**src/rtl/mem_unit_3_ctrl.sv**
```systemverilog
// Address/enable controller shared by three feature-map memories: fills them two pixels
// per beat, then drains them two pixels per issue with a 1-cycle registered read-valid.
module mem_unit_3_ctrl #(
    parameter int unsigned IFM_SIZE         = 16,
    parameter int unsigned ADDRESS_SIZE_IFM = $clog2(IFM_SIZE * IFM_SIZE)
) (
    input  logic                        clk,
    input  logic                        reset,
    input  logic                        start_write,
    input  logic                        in_valid,
    output logic                        in_ready,
    input  logic                        start_read,
    input  logic                        rd_pause,
    output logic [ADDRESS_SIZE_IFM-1:0] Address_A,
    output logic [ADDRESS_SIZE_IFM-1:0] Address_B,
    output logic                        Enable_Write_A_Mem,
    output logic                        Enable_Write_B_Mem,
    output logic                        Enable_Read_A_Mem,
    output logic                        Enable_Read_B_Mem,
    output logic                        rd_valid,
    output logic                        rd_last,
    output logic                        wr_done,
    output logic                        rd_done,
    output logic                        busy
);

    localparam logic [ADDRESS_SIZE_IFM-1:0] LastAddr = ADDRESS_SIZE_IFM'(IFM_SIZE * IFM_SIZE - 2);
    localparam logic [ADDRESS_SIZE_IFM-1:0] AddrOne  = ADDRESS_SIZE_IFM'(1);
    localparam logic [ADDRESS_SIZE_IFM-1:0] AddrTwo  = ADDRESS_SIZE_IFM'(2);

    typedef enum logic [2:0] {
        StIdle,
        StWrite,
        StFull,
        StRead,
        StDrain
    } state_e;

    state_e                      r_state;
    state_e                      w_state_next;
    logic [ADDRESS_SIZE_IFM-1:0] r_wr_ptr;
    logic [ADDRESS_SIZE_IFM-1:0] w_wr_ptr_next;
    logic [ADDRESS_SIZE_IFM-1:0] r_rd_ptr;
    logic [ADDRESS_SIZE_IFM-1:0] w_rd_ptr_next;
    logic                        r_rd_valid;
    logic                        r_rd_last;
    logic                        r_wr_done;
    logic                        w_wr_beat;
    logic                        w_rd_issue;

    always_ff @(posedge clk or negedge reset) begin
        if (!reset) begin
            r_state    <= StIdle;
            r_wr_ptr   <= '0;
            r_rd_ptr   <= '0;
            r_rd_valid <= 1'b0;
            r_rd_last  <= 1'b0;
            r_wr_done  <= 1'b0;
        end else begin
            r_state    <= w_state_next;
            r_wr_ptr   <= w_wr_ptr_next;
            r_rd_ptr   <= w_rd_ptr_next;
            // Memory read data arrives one cycle after the issue, so qualifiers trail by one.
            r_rd_valid <= w_rd_issue;
            r_rd_last  <= w_rd_issue && (r_rd_ptr == LastAddr);
            r_wr_done  <= w_wr_beat && (r_wr_ptr == LastAddr);
        end
    end

    always_comb begin
        w_state_next       = r_state;
        w_wr_ptr_next      = r_wr_ptr;
        w_rd_ptr_next      = r_rd_ptr;
        w_wr_beat          = 1'b0;
        w_rd_issue         = 1'b0;
        in_ready           = 1'b0;
        Enable_Write_A_Mem = 1'b0;
        Enable_Write_B_Mem = 1'b0;
        Enable_Read_A_Mem  = 1'b0;
        Enable_Read_B_Mem  = 1'b0;
        Address_A          = '0;
        Address_B          = '0;
        rd_done            = 1'b0;
        busy               = 1'b0;

        unique case (r_state)
            StIdle: begin
                if (start_write) begin
                    w_state_next  = StWrite;
                    w_wr_ptr_next = '0;
                end
            end
            StWrite: begin
                in_ready = 1'b1;
                busy     = 1'b1;
                if (in_valid) begin
                    w_wr_beat          = 1'b1;
                    Enable_Write_A_Mem = 1'b1;
                    Enable_Write_B_Mem = 1'b1;
                    Address_A          = r_wr_ptr;
                    Address_B          = r_wr_ptr + AddrOne;
                    if (r_wr_ptr == LastAddr) begin
                        w_state_next  = StFull;
                        w_wr_ptr_next = '0;
                    end else begin
                        w_wr_ptr_next = r_wr_ptr + AddrTwo;
                    end
                end
            end
            StFull: begin
                // A drain request takes priority over a refill.
                if (start_read) begin
                    w_state_next  = StRead;
                    w_rd_ptr_next = '0;
                end else if (start_write) begin
                    w_state_next  = StWrite;
                    w_wr_ptr_next = '0;
                end
            end
            StRead: begin
                busy = 1'b1;
                if (!rd_pause) begin
                    w_rd_issue        = 1'b1;
                    Enable_Read_A_Mem = 1'b1;
                    Enable_Read_B_Mem = 1'b1;
                    Address_A         = r_rd_ptr;
                    Address_B         = r_rd_ptr + AddrOne;
                    if (r_rd_ptr == LastAddr) begin
                        w_state_next  = StDrain;
                        w_rd_ptr_next = '0;
                    end else begin
                        w_rd_ptr_next = r_rd_ptr + AddrTwo;
                    end
                end
            end
            StDrain: begin
                busy         = 1'b1;
                rd_done      = 1'b1;
                w_state_next = StIdle;
            end
            default: begin
                w_state_next = StIdle;
            end
        endcase
    end

    assign rd_valid = r_rd_valid;
    assign rd_last  = r_rd_last;
    assign wr_done  = r_wr_done;

endmodule

```
**config.mk**
```make
export PLATFORM = sky130hd
export DESIGN_NAME = mem_unit_3_ctrl
export DESIGN_NICKNAME = d
export VERILOG_FILES = /design/src/rtl/mem_unit_3_ctrl.sv
export SDC_FILE = /design/constraint.sdc
export NUM_CORES = 1
export LEC_CHECK = 0
export CAP_MARGIN = 30
export CORE_ASPECT_RATIO = 1.75
export CORE_UTILIZATION = 40
export CTS_CLUSTER_SIZE = 24
export DETAILED_ROUTE_END_ITERATION = 7
export MAX_ROUTING_LAYER = met4
export PLACE_DENSITY = 0.64
export SETUP_SLACK_MARGIN = 0.15
export SLEW_MARGIN = 25
export SYNTH_ARGS = -nofsm -noshare
export SYNTH_HDL_FRONTEND = slang
export SYNTH_SLANG_ARGS = --single-unit
```
**constraint.sdc**
```tcl
create_clock -name clk -period 2.3 [get_ports clk]
set_input_delay 0.46 -clock clk [delete_from_list [all_inputs] [get_ports clk]]
set_output_delay 0.46 -clock clk [all_outputs]
set_load 0.05 [all_outputs]
```
### Word level (Yosys, flattened, before mapping)

Cells that the tools add are included.
W data, S select, Z words.

* bits in registers: 22
* bits of input ports: 6

* add/sub/neg operators: 4
* equality and inequality tests: 12
* multiplexer cells: 29
* reduce and logical (&&, ||, !) cells: 9

Operator list (count)
* $mux W8: 11
* $pmux W8 S2: 3
* $pmux W8 S3: 1
* $mux W3: 6
* $add A8 B1 Y8 const B: 2
* $add A8 B2 Y8 const B: 2
* $eq A8 B8 Y1 const B: 2
* $ne A2 B2 Y1 const B: 6
* $pmux W3 S4: 1
* $mux W1: 7
* $eq A3 B2 Y1 const B: 2
* $reduce_and A3 Y1: 2
* $reduce_and A4 Y1: 1
* $eq A3 B1 Y1 const B: 1
* $eq A3 B3 Y1 const B: 1
* $logic_not A3 Y1: 1
* $reduce_bool A3 Y1: 1
* $reduce_or A3 Y1: 1
* $logic_and A1 B1 Y1: 2
* $reduce_bool A2 Y1: 1

### Longest topological paths before layout

* depth in word-level cells: 4
* depth in mapped cells: 7
* gate-level depth less buffers: 6

### Worst setup path after synthesis

OpenSTA, ideal clock, no wires.

* kind: register -> output
* start point: reg r_state[2]
* end point: out busy
* arrival: 2.072 ns
* data required time: 1.840 ns
* path slack: -0.232 ns
* cell stages (with the launch flop): 4
* buffers on the path: 0
* cell sequence: dfrtp_1 inv_2 nor3_1 a21o_1

* word-level cells in the longest chain between the ends: 3

Ends and longest elaborated chain
* start, declared: RTL line 39 `state_e r_state;`
* start signal, assigned: RTL line 53 `r_state <= StIdle;`
* start signal, assigned: RTL line 60 `r_state <= w_state_next;`
* $eq A3 B2 Y1, or another cell as far along: RTL line 86 `unique case (r_state)`
* $reduce_or A3 Y1 (no line) (*)
* $mux W1 (*): RTL line 86
* end, declared: RTL line 24 `output logic busy`

Every way passes the cells marked *; elsewhere a longest branch is shown, timed or not.

### Worst setup path in the final report

* start point: reg r_state[1]
* end point: out Address_B[5]

* word-level cells in the longest chain between the ends: 2

Ends and longest elaborated chain
* $eq A3 B2 Y1 or $eq A3 B1 Y1 (tied branches): RTL line 86
* $pmux W8 S2 (*): RTL line 86
* end, declared: RTL line 15 `output logic [ADDRESS_SIZE_IFM-1:0] Address_B,`

Marked as above.

==> impl_metrics.tcl <==
set metrics [dict create \
    path_max_fanout 4 \
    drtIter0Drc 44 \
    stdcell_count 221 \
    drc_errors 0 \
    place_congestion 0.917 \
    grt_antenna_before_repair 0 \
    synthMuxAreaShare_pct 1.15 \
    yosysUniqueCellTypes 44 \
    grt_pass1_vias 1200 \
    grt_usage_pct 22.0 \
    yosysSeqAreaShare_pct 38.5 \
    synth-xor-area-share_pct 0.673 \
    min_period_ns 2.15 \
    synth_area_mm2 0.00130 \
    synth_edf_count 0 \
    ys_seq_elements 20 \
    p_seq_share_pct 21.7 \
    overflow 0 \
    die-height_um 77.5 \
    totalWireLength_um 3550 \
    hp-class "in2async" \
    nNetsFinal 187 \
    slew_viol_final 0 \
    antenna_left 0 \
    p_switching_mw 1.07 \
    p_int_mw 1.27 \
    dieWidth_um 45.1 \
    yosysTopAreaCell "dfrtp_1" \
    n_antenna_cell 0 \
    grt_use_met1_pct 25.6 \
    cts_buffer_depth 2 \
    clockRootBuffer "clkbuf_8" \
    total_leakage_power_nw 0.926 \
    worstSetupPathType "reg2out" \
    cts_inserted_buffers 3 \
    synth_area_leaders "dfrtp_1, a22o_1, nand3_1" \
    cap_violations 0 \
    synthSimpleGateAreaFrac_pct 19.5 \
    yosysTopAreaCellShare_pct 38.5 \
    place_inst 206 \
    port_buffers 30 \
    worst_hold_slack_ns 0.540 \
    timing.final.crit_share_pct 93.3 \
    postSynth.asyncResetShare_pct 100 \
    tritoncts "yes" \
    syn_inst 135 \
    slew_headroom_pct 66.3 \
    synth_compound_area_share_pct 29.6 \
    finClkSkew_ns 0.00237 \
    synth-adder-area-share_pct 1.92 \
    synth_top_family_by_area "compound AO/OA/AOI/OAI gates" \
    status "finished, final reports clean" \
    swShare_pct 45.8 \
    drive_above_1_share_pct 42.1 \
    pwr-share-comb_pct 66.8 \
    critPathLaunchType "register" \
    crit_arrival_ns 1.69 \
    pin_count 32 \
    clk_latency_ns 0.26 \
    post-synth-top-count-cell "dfrtp_1" \
    syn_avg_cell_area_um2 9.64 \
    wl_per_cell_um 16.0 \
    vias 1233 \
    cts_max_level 1 \
    fmax_mhz 466 \
    grt_pass1_wl_um 5680 \
    critPathCaptureType "output pin" \
    synth_ff_type "dfrtp_1" \
    core_area_mm2 0.00311 \
    area_growth_syn_to_layout_pct 58.7 \
    grt_busiest_layer "met2" \
    met2_usage_pct 38.1 \
    p_clk_share_pct 11.6 \
    hpwl_um 2540 \
    rsz0062_at_grt "true" \
    dieArea_mm2 0.00349 \
    cp.required_ns 1.84 \
    vdd_drop_max_v 0.000805 \
    max_slew.worst_pin.slew_ns 0.504 \
    synthTopCellsByCount "dfrtp_1, a22o_1, nand2_1" \
    viasPerCell 5.58 \
    power.density_mw_per_mm2 1130 \
    syn-num-nets 143 \
    rows 27 \
    firstDrtPassIters 4 \
    synth_warnings 0 \
    hold_viol 0 \
    grt_use_met3_pct 2.79 \
    setup_viol 0 \
    clkTransAtPathRegs_ns 0.08 \
    initial_utilization_pct 41.9 \
    cts_sinks 20 \
    grt_max_degree 21 \
]
==> worst max-delay path, stage by stage, from the launching register on <==
cell	delay, ns
dfrtp_2	0.41
or3b_4	0.43
clkinv_4	0.08
nand2_8	0.07
buf_6	0.15
o21ai_4	0.13
buf_12	0.15
==> metal layers <==
layer	up-vias	wire length, um
met5	-	0
met4	0	52
met3	6	59
met2	20	1990
met1	609	1450
li1	598	-
==> worst paths after layout <==
check	slack, ns	to	depth (start not counted)	from
max in group asynchronous	1.52	r_state[1]	2	reset
max	0.15	Address_B[5]	6	r_state[1]
max reg2reg	0.62	r_rd_ptr[6]	8	r_state[2]
min in group clk	0.55	r_rd_ptr[3]	1	r_rd_ptr[3]
min reg2reg	0.55	r_rd_ptr[3]	1	r_rd_ptr[3]
min	0.54	r_wr_ptr[3]	2	reset
==> state kept, by name, indices dropped and copies added, names as in the netlist <==
name,count
r_state,3
wr_done,1
r_wr_ptr,7
rd_last,1
rd_valid,1
r_rd_ptr,7
==> power by group through the flow <==
stage	registers (mW)	logic, mW	clock network, mW
2_1_floorplan	0.515	0.888	0
3_3_place_gp	0.516	1.35	0
3_5_place_dp	0.520	1.37	0
4_1_cts	0.504	1.48	0.273
5_1_grt	0.518	1.65	0.291
6_report	0.507	1.56	0.271
==> cells in the final DEF (no fill, tap or decap), types with 2 or more instances in the layout <==
cell / n
clkdlybuf4s50_1: 7
o21ai_0: 3
or2_4: 2
o21ai_4: 2
clkbuf_8: 4
o21ai_1: 5
a21o_1: 3
nand4_1: 3
o31ai_1: 3
a22o_1: 4
a31oi_1: 4
buf_4: 17
o21a_1: 2
o21bai_1: 2
and3_1: 2
inv_1: 5
a211oi_1: 2
a22o_4: 3
nor2_1: 8
buf_12: 20
ha_1: 2
a21oi_1: 4
nand3_1: 8
nand2_1: 8
a22o_2: 9
dfrtp_1: 19
==> repair_timing <==
| item | CTS | global route |
|---|---|---|
| hold buffers | 0 | 0 |
| pin swaps | 1 | 2 |
| gates resized for setup | 12 | 4 |
| setup buffers | 5 | 5 |
| endpoints found under the setup margin | 16 | 17 |
| gates cloned | 1 | 0 |
==> metrics by stage <==
stage	total power [mW]	utilization [%]	TNS, ns	instance area [um2]	worst slack [ns]
floorplan	1.40	-	-0.142	1320	-0.0708
global placement	1.87	59.5	0	1850	0.113
detailed placement	1.89	59.5	0	1850	0.0701
CTS	2.26	64.5	0	2000	0.128
global route	2.46	66.4	0	2060	0.0892
finish	2.34	66.4	0	2060	0.153
==> area by class of cell <==
class,count,area [um2]
Clock buffer,4,55.1
Fill cell,258,1040
Inverter,9,58.8
Multi-Input combinational cell,98,768
Sequential cell,20,502
Tap cell,43,53.8
Timing Repair Buffer,46,618
Timing Repair inverter,1,8.76
==> cell families (layout without fill, tap and decap cells) <==
family	count (synthesis)	in the layout
compound gates	51	51
xor+xnor	1	1
fa+ha+maj	2	2
buf+inv	17	60
flops	20	20
mux	1	1
other cells	1	1
simple gates	42	42
Power figures use the tool's default switching activity.
